<file path="config.mk">
export PLATFORM = sky130hd
export DESIGN_NAME = mdu_seq_flat
export DESIGN_NICKNAME = d
export VERILOG_FILES = /design/src/rtl/mdu_pkg.sv /design/src/rtl/mdu_if.sv /design/src/rtl/mdu_div_step.sv /design/src/rtl/mdu_seq.sv /design/src/flat_wrapper.sv
export SDC_FILE = /design/constraint.sdc
export NUM_CORES = 1
export LEC_CHECK = 0
export CAP_MARGIN = 20
export CORE_UTILIZATION = 44
export DETAILED_ROUTE_END_ITERATION = 16
export PLACE_DENSITY = 0.67
export SLEW_MARGIN = 20
export SYNTH_ARGS = -nofsm -noshare
export SYNTH_HDL_FRONTEND = slang
export SYNTH_SLANG_ARGS = --single-unit
</file>
<file path="constraint.sdc">
create_clock -name clk -period 4.3 [get_ports clk]
set_input_delay 1.29 -clock clk [delete_from_list [all_inputs] [get_ports clk]]
set_output_delay 1.29 -clock clk [all_outputs]
set_load 0.02 [all_outputs]
</file>
<file path="src/rtl/mdu_pkg.sv">
// Shared opcodes, FSM states and decode helpers for the multiply/divide unit.
// The ALU control unit imports the same opcode constants from here.
package mdu_pkg;

    localparam logic [4:0] OP_MULT  = 5'h10;
    localparam logic [4:0] OP_MULTU = 5'h11;
    localparam logic [4:0] OP_DIV   = 5'h12;
    localparam logic [4:0] OP_DIVU  = 5'h13;
    localparam logic [4:0] OP_MTHI  = 5'h14;
    localparam logic [4:0] OP_MTLO  = 5'h15;

    typedef enum logic [1:0] {
        IDLE,
        CALC,
        FIX,
        DONE
    } state_t;

    function automatic logic is_muldiv(input logic [4:0] op);
        return (op == OP_MULT) || (op == OP_MULTU) ||
               (op == OP_DIV)  || (op == OP_DIVU);
    endfunction

    function automatic logic is_signed(input logic [4:0] op);
        return (op == OP_MULT) || (op == OP_DIV);
    endfunction

    function automatic logic is_div(input logic [4:0] op);
        return (op == OP_DIV) || (op == OP_DIVU);
    endfunction

endpackage

</file>
<file path="src/rtl/mdu_if.sv">
// Request/result bundle between the control path and the multiply/divide unit.
// master: start, aluopctrl, a, b out; busy, done, hi, lo in. slave: mirrored.
interface mdu_if #(
    parameter int WIDTH = 32
);
    logic             start;
    logic [4:0]       aluopctrl;
    logic [WIDTH-1:0] a;
    logic [WIDTH-1:0] b;
    logic             busy;
    logic             done;
    logic [WIDTH-1:0] hi;
    logic [WIDTH-1:0] lo;

    modport master (
        output start, aluopctrl, a, b,
        input  busy, done, hi, lo
    );

    modport slave (
        input  start, aluopctrl, a, b,
        output busy, done, hi, lo
    );
endinterface

</file>
<file path="src/rtl/mdu_div_step.sv">
// One combinational restoring-division step on a {rem,quo} shift pair.
// Ports: rem_in/quo_in/divisor in; rem_out/quo_out out (all WIDTH bits).
module mdu_div_step #(
    parameter int WIDTH = 32
) (
    input  logic [WIDTH-1:0] rem_in,
    input  logic [WIDTH-1:0] quo_in,
    input  logic [WIDTH-1:0] divisor,
    output logic [WIDTH-1:0] rem_out,
    output logic [WIDTH-1:0] quo_out
);
    logic [WIDTH:0]   part;
    logic [WIDTH-1:0] diff;

    always_comb begin
        part = {rem_in, quo_in[WIDTH-1]};
        // part - divisor < divisor when it fits, so WIDTH bits suffice
        diff = part[WIDTH-1:0] - divisor;
        if (part >= {1'b0, divisor}) begin
            rem_out = diff;
            quo_out = {quo_in[WIDTH-2:0], 1'b1};
        end else begin
            rem_out = part[WIDTH-1:0];
            quo_out = {quo_in[WIDTH-2:0], 1'b0};
        end
    end
endmodule

</file>
<file path="src/rtl/mdu_seq.sv">
// Sequential MULT/MULTU/DIV/DIVU unit with HI/LO and one-cycle MTHI/MTLO.
// Ports: clk, rst_n (async low), bus (mdu_if.slave: start/aluopctrl/a/b in; busy/done/hi/lo out).
// Option: MDU_EARLY_OUT_EN ends multiply CALC once remaining multiplier bits are zero.
module mdu_seq
    import mdu_pkg::*;
#(
    parameter int WIDTH = 32
) (
    input logic  clk,
    input logic  rst_n,
    mdu_if.slave bus
);
    localparam int            CW   = $clog2(WIDTH);
    localparam logic [CW-1:0] LAST = CW'(WIDTH - 1);

    state_t             state_q, state_d;
    logic [CW-1:0]      cnt;
    logic [2*WIDTH-1:0] acc;
    logic [2*WIDTH-1:0] mcand;
    logic [WIDTH-1:0]   opb;
    logic               div_op, neg_q, neg_r;
    logic [WIDTH-1:0]   hi_q, lo_q;

    logic [4:0]         op;
    logic               sgn, req_md, req_mt, b_zero, calc_last;
    logic [WIDTH-1:0]   a_abs, b_abs, rem_nx, quo_nx;

    assign op = bus.aluopctrl;

    always_comb begin
        sgn    = is_signed(op);
        req_md = bus.start && is_muldiv(op);
        req_mt = bus.start && (op == OP_MTHI || op == OP_MTLO);
        b_zero = (bus.b == '0);
        a_abs  = (sgn && bus.a[WIDTH-1]) ? -bus.a : bus.a;
        b_abs  = (sgn && bus.b[WIDTH-1]) ? -bus.b : bus.b;
    end

    mdu_div_step #(.WIDTH(WIDTH)) u_step (
        .rem_in  (acc[2*WIDTH-1:WIDTH]),
        .quo_in  (acc[WIDTH-1:0]),
        .divisor (opb),
        .rem_out (rem_nx),
        .quo_out (quo_nx)
    );

`ifdef MDU_EARLY_OUT_EN
    // multiplicand is shifted left, so acc stays aligned on early exit
    assign calc_last = (cnt == LAST) ||
                       (!div_op && opb[WIDTH-1:1] == '0);
`else
    assign calc_last = (cnt == LAST);
`endif

    always_ff @(posedge clk or negedge rst_n) begin
        if (!rst_n) state_q <= IDLE;
        else        state_q <= state_d;
    end

    always_comb begin
        state_d = state_q;
        unique case (state_q)
            IDLE: begin
                if (req_md)
                    state_d = (is_div(op) && b_zero) ? FIX : CALC;
                else if (req_mt)
                    state_d = DONE;
            end
            CALC:    if (calc_last) state_d = FIX;
            FIX:     state_d = DONE;
            DONE:    state_d = IDLE;
            default: state_d = IDLE;
        endcase
    end

    always_ff @(posedge clk or negedge rst_n) begin
        if (!rst_n) begin
            cnt    <= '0;
            acc    <= '0;
            mcand  <= '0;
            opb    <= '0;
            div_op <= 1'b0;
            neg_q  <= 1'b0;
            neg_r  <= 1'b0;
            hi_q   <= '0;
            lo_q   <= '0;
        end else begin
            unique case (state_q)
                IDLE: begin
                    if (req_md) begin
                        cnt    <= '0;
                        div_op <= is_div(op);
                        opb    <= b_abs;
                        neg_q  <= sgn & (bus.a[WIDTH-1] ^ bus.b[WIDTH-1])
                                  & ~(is_div(op) & b_zero);
                        neg_r  <= sgn & is_div(op) & bus.a[WIDTH-1] & ~b_zero;
                        mcand  <= {{WIDTH{1'b0}}, a_abs};
                        if (!is_div(op))
                            acc <= '0;
                        else if (b_zero)
                            // FIX passes this straight to hi/lo
                            acc <= {bus.a, {WIDTH{1'b1}}};
                        else
                            acc <= {{WIDTH{1'b0}}, a_abs};
                    end else if (req_mt) begin
                        if (op == OP_MTHI) hi_q <= bus.a;
                        else               lo_q <= bus.a;
                    end
                end
                CALC: begin
                    cnt <= cnt + 1'b1;
                    if (div_op) begin
                        acc <= {rem_nx, quo_nx};
                    end else begin
                        if (opb[0]) acc <= acc + mcand;
                        mcand <= mcand << 1;
                        opb   <= opb >> 1;
                    end
                end
                FIX: begin
                    if (div_op) begin
                        hi_q <= neg_r ? -acc[2*WIDTH-1:WIDTH] : acc[2*WIDTH-1:WIDTH];
                        lo_q <= neg_q ? -acc[WIDTH-1:0] : acc[WIDTH-1:0];
                    end else begin
                        {hi_q, lo_q} <= neg_q ? -acc : acc;
                    end
                end
                default: ;
            endcase
        end
    end

    assign bus.busy = (state_q == CALC) || (state_q == FIX);
    assign bus.done = (state_q == DONE);
    assign bus.hi   = hi_q;
    assign bus.lo   = lo_q;
endmodule

</file>
<file path="src/flat_wrapper.sv">
// flat-port wrapper written by rule: the top's interface ports become plain ports
module mdu_seq_flat import mdu_pkg::*;
#(
    parameter int WIDTH = 32
)
  (clk, rst_n, bus_start, bus_aluopctrl, bus_a, bus_b, bus_busy, bus_done, bus_hi, bus_lo);
  mdu_if #(.WIDTH(WIDTH)) bus_i ();
  input logic clk;
  input logic rst_n;
  input wire logic [$bits(bus_i.start)-1:0] bus_start;
  input wire logic [$bits(bus_i.aluopctrl)-1:0] bus_aluopctrl;
  input wire logic [$bits(bus_i.a)-1:0] bus_a;
  input wire logic [$bits(bus_i.b)-1:0] bus_b;
  output wire logic [$bits(bus_i.busy)-1:0] bus_busy;
  output wire logic [$bits(bus_i.done)-1:0] bus_done;
  output wire logic [$bits(bus_i.hi)-1:0] bus_hi;
  output wire logic [$bits(bus_i.lo)-1:0] bus_lo;
  assign bus_i.start = bus_start;
  assign bus_i.aluopctrl = bus_aluopctrl;
  assign bus_i.a = bus_a;
  assign bus_i.b = bus_b;
  assign bus_busy = bus_i.busy;
  assign bus_done = bus_i.done;
  assign bus_hi = bus_i.hi;
  assign bus_lo = bus_i.lo;
  mdu_seq #(.WIDTH(WIDTH)) u_core (.clk(clk), .rst_n(rst_n), .bus(bus_i));
endmodule
</file>
==> metrics.cfg <==
[status]
status = finished, final reports clean

[hold_path]
hold_class = flop to flop

[timing]
slew_headroom_pct = 24.8
post-route-min-period_ns = 4.11
slew_violations = 0
worst_slack_ns = 0.195
finalSetupTns_ns = 0
setup_violations = 0
finClkSkew_ns = 0.0437
fin_crit_sh_pct = 95.5
rsz0062_at_grt = false
hold_viol = 0
fmax_ghz = 0.244
tightest_slew_ns = 1.12

[synth]
synthCells = 2527
syn-num-nets = 2706
synth_flop_cell = dfrtp_1
ys_seq_area_share_pct = 29.9
yosys.area_share.simple_pct = 18.5
yosysUniqueCellTypes = 88
synth_top_family_by_area = compound AO/OA/AOI/OAI gates
synth.area.top_cells = dfrtp_1, o21ai_0, a21oi_1
yosys_register_bits = 234
yosys_warnings = 0
synth_compound_area_share_pct = 29.7
synth_top_area_share_pct = 29.9
synth-xor-area-share_pct = 8.37
syn_area_per_cell_sq_um = 7.74
muxShareOfSynthArea_pct = 1.69
synth_top_cell_by_area = dfrtp_1
synth_area_sq_mm = 0.0196
synth-edff-count = 0
async_flop_share_pct = 100
synth_fa_ha_area_share_pct = 6.92

[setup_path]
crit_chain = ha_1, fa_1, a211oi_1, o21ai_1, o2111ai_1, a31oi_2, a31oi_1, o31a_1, o21ai_0, nor3b_1, o32a_1
cp-start-kind = flop
cp_max_fo = 6
slowest_delay_ns = 0.48
crit_required_ns = 4.76
cpMaxStageDelayCell = a31oi_1
end_kind = flop
critical_path_arrival_ns = 4.57
critPathKind = flop to flop

[clocking]
cts_tree = yes
cts_resized = 0
path_clk_slew_ns = 0.06
post-cts-setup-buffers = 0
numCtsBuffers = 30
clock_latency_ns = 0.62
cts_hold_buf = 0
cts_root_buf = clkbuf_16
htree_levels = 1
cts_sinks = 234
cts.path.max_buffers = 3

[power_and_ir_drop]
power_density_mw_per_mm2 = 840
p_sw_mw = 10.2
combPwrFrac_pct = 64.2
p_clk_share_pct = 14.5
internal-power_mw = 9.43
cellLeakagePower_nw = 9.95
swShare_pct = 51.9
vdd_drop_max_mv = 0.427
power_frac_seq_pct = 21.3

[detailed_routing]
first_pass_iters = 8
num_vias = 20500
vias_per_cell = 6.26
final_antenna_net_count = 0
drt_iter0_drc = 2160
wl_per_cell_um = 23.9
drc_errors = 0
drt_wl_total_um = 78500

[cells_and_area]
nFillCells = 4157
drive_above_1_share_pct = 9.34
area_growth_pct = 19.4
layout.nets = 2852
antenna_cells = 0

[grt]
antenna_found_initial = 0
grt_first_pass_wirelength_um = 116000
grt-ovfl-total = 0
grt_usage_pct = 34.2
grt_pass1_vias = 18900
grt_max_degree = 84

[die]
rows = 76
die_area_sq_mm = 0.0453
die_w_um = 213
chipHeight_um = 213
start_util_pct = 45.0
io_pins = 138
core_area_sq_mm = 0.0435

[job]
cap_violations = 0

[placement]
place_congestion = 1.06
io_buffers = 137
place_hpwl_um = 61400
pre_cts_ws_ns = 0.0215

[critical path: cells and delay by family, from the launching register on]
kind | cells | cell delay [ns]
AOI/OAI and AO/OA | 8 | 2.56
adders and majority gates | 2 | 0.72
DFF | 1 | 0.44
and+or+nand+nor | 1 | 0.23
[power by group through the flow]
stage	Combinational (mW)	Clock [mW]	Sequential, mW
floorplan	7.63	0	4.24
global placement	12.1	0	4.13
detailed placement	12.2	0	4.15
CTS	12.3	2.88	4.12
global route	13.6	2.95	4.24
finish	12.6	2.85	4.18
[synthesized netlist by cell type, drive strengths merged (32+ instances only)]
master / n
a21oi: 278
a22o: 34
ha: 105
nor2: 206
clkbuf: 144
a211oi: 35
nor3: 42
nand4: 34
a21o: 55
o21ai: 301
dfrtp: 234
a221oi: 40
xor2: 92
xnor2: 95
mux2i: 32
inv: 87
nand2: 322
[cell families after synthesis]
logic type	count (synthesis)
AOI/OAI and AO/OA	938
and+or+nand+nor	778
buffers and inverters	250
DFF	234
xor gates and xnor gates	187
adders and majority gates	107
muxes	33
[layout by cell type, fill, tap and decap left out, types with 29 or more instances in the layout]
cell type	count
inv_1	87
xnor2_1	95
a21oi_1	277
xor2_1	92
ha_1	103
nand4_1	34
o21ai_0	286
a211oi_1	35
nor2_1	201
clkdlybuf4s50_1	136
buf_4	134
mux2i_1	32
nand2_1	320
a22o_1	34
o21bai_1	29
clkbuf_16	30
a21o_1	55
nor3_1	42
o31ai_1	29
a221oi_1	40
dfrtp_1	234
[routing by layer]
metal / GRT usage (%) / vias to the layer above / part of all wire, %
met1: 47.0 / 9791 / 43
met5: 0 / - / 0
met3: 5.94 / 210 / 9.1
li1: - / 9469 / -
met2: 52.1 / 1068 / 43
met4: 16.1 / 0 / 5.5
[path summary, 6_finish.rpt]
kind | startpoint | to | slack (ns) | cells after the start
worst max-delay path | u_core.acc[0]$_DFFE_PN0P_ | u_core.acc[56]$_DFFE_PN0P_ | 0.19 | 11
worst min-delay path | u_core.bus.lo[9]$_DFFE_PN0P_ | u_core.bus.lo[9]$_DFFE_PN0P_ | 0.48 | 1
worst max register to register | u_core.acc[0]$_DFFE_PN0P_ | u_core.acc[56]$_DFFE_PN0P_ | 0.19 | 11
min in group asynchronous | rst_n | u_core.acc[9]$_DFFE_PN0P_ | 0.69 | 1
max in group asynchronous | rst_n | u_core.opb[22]$_DFFE_PN0P_ | 2.67 | 2
worst min register to register | u_core.bus.lo[9]$_DFFE_PN0P_ | u_core.bus.lo[9]$_DFFE_PN0P_ | 0.48 | 1
[cell type report]
type	instances	area, sq um	area share [%]
multi-input combinational	2043	12800	54.9
sequential	234	5860	25.1
timing repair buffer	277	2500	10.7
clock buffer	35	810	3.47
tap	585	732	3.13
inverter	87	327	1.40
clock inverter	21	303	1.30
[through the flow]
| step | total power, mW | hold slack, ns | util (%) | instance area, sq um | std cells |
|---|---|---|---|---|---|
| floorplan | 11.9 | 0.445 | - | 19600 | 2527 |
| global placement | 16.2 | 0.456 | 51.2 | 22200 | 3226 |
| detailed placement | 16.4 | 0.467 | 51.2 | 22200 | 3226 |
| CTS | 19.3 | 0.481 | 53.7 | 23400 | 3282 |
| global route | 20.8 | 0.494 | 53.8 | 23400 | 3282 |
| finish | 19.6 | 0.477 | 53.8 | 23400 | 3282 |
[state kept, by name, summed over array words and instances (netlist names)]
name            count
u_core.div_op       1
u_core.bus.lo      32
u_core.state_q      2
u_core.bus.hi      32
u_core.opb         32
u_core.cnt          5
u_core.mcand       64
u_core.acc         64
u_core.neg_q        1
u_core.neg_r        1
Note: power is estimated with default switching activity, not from simulation.
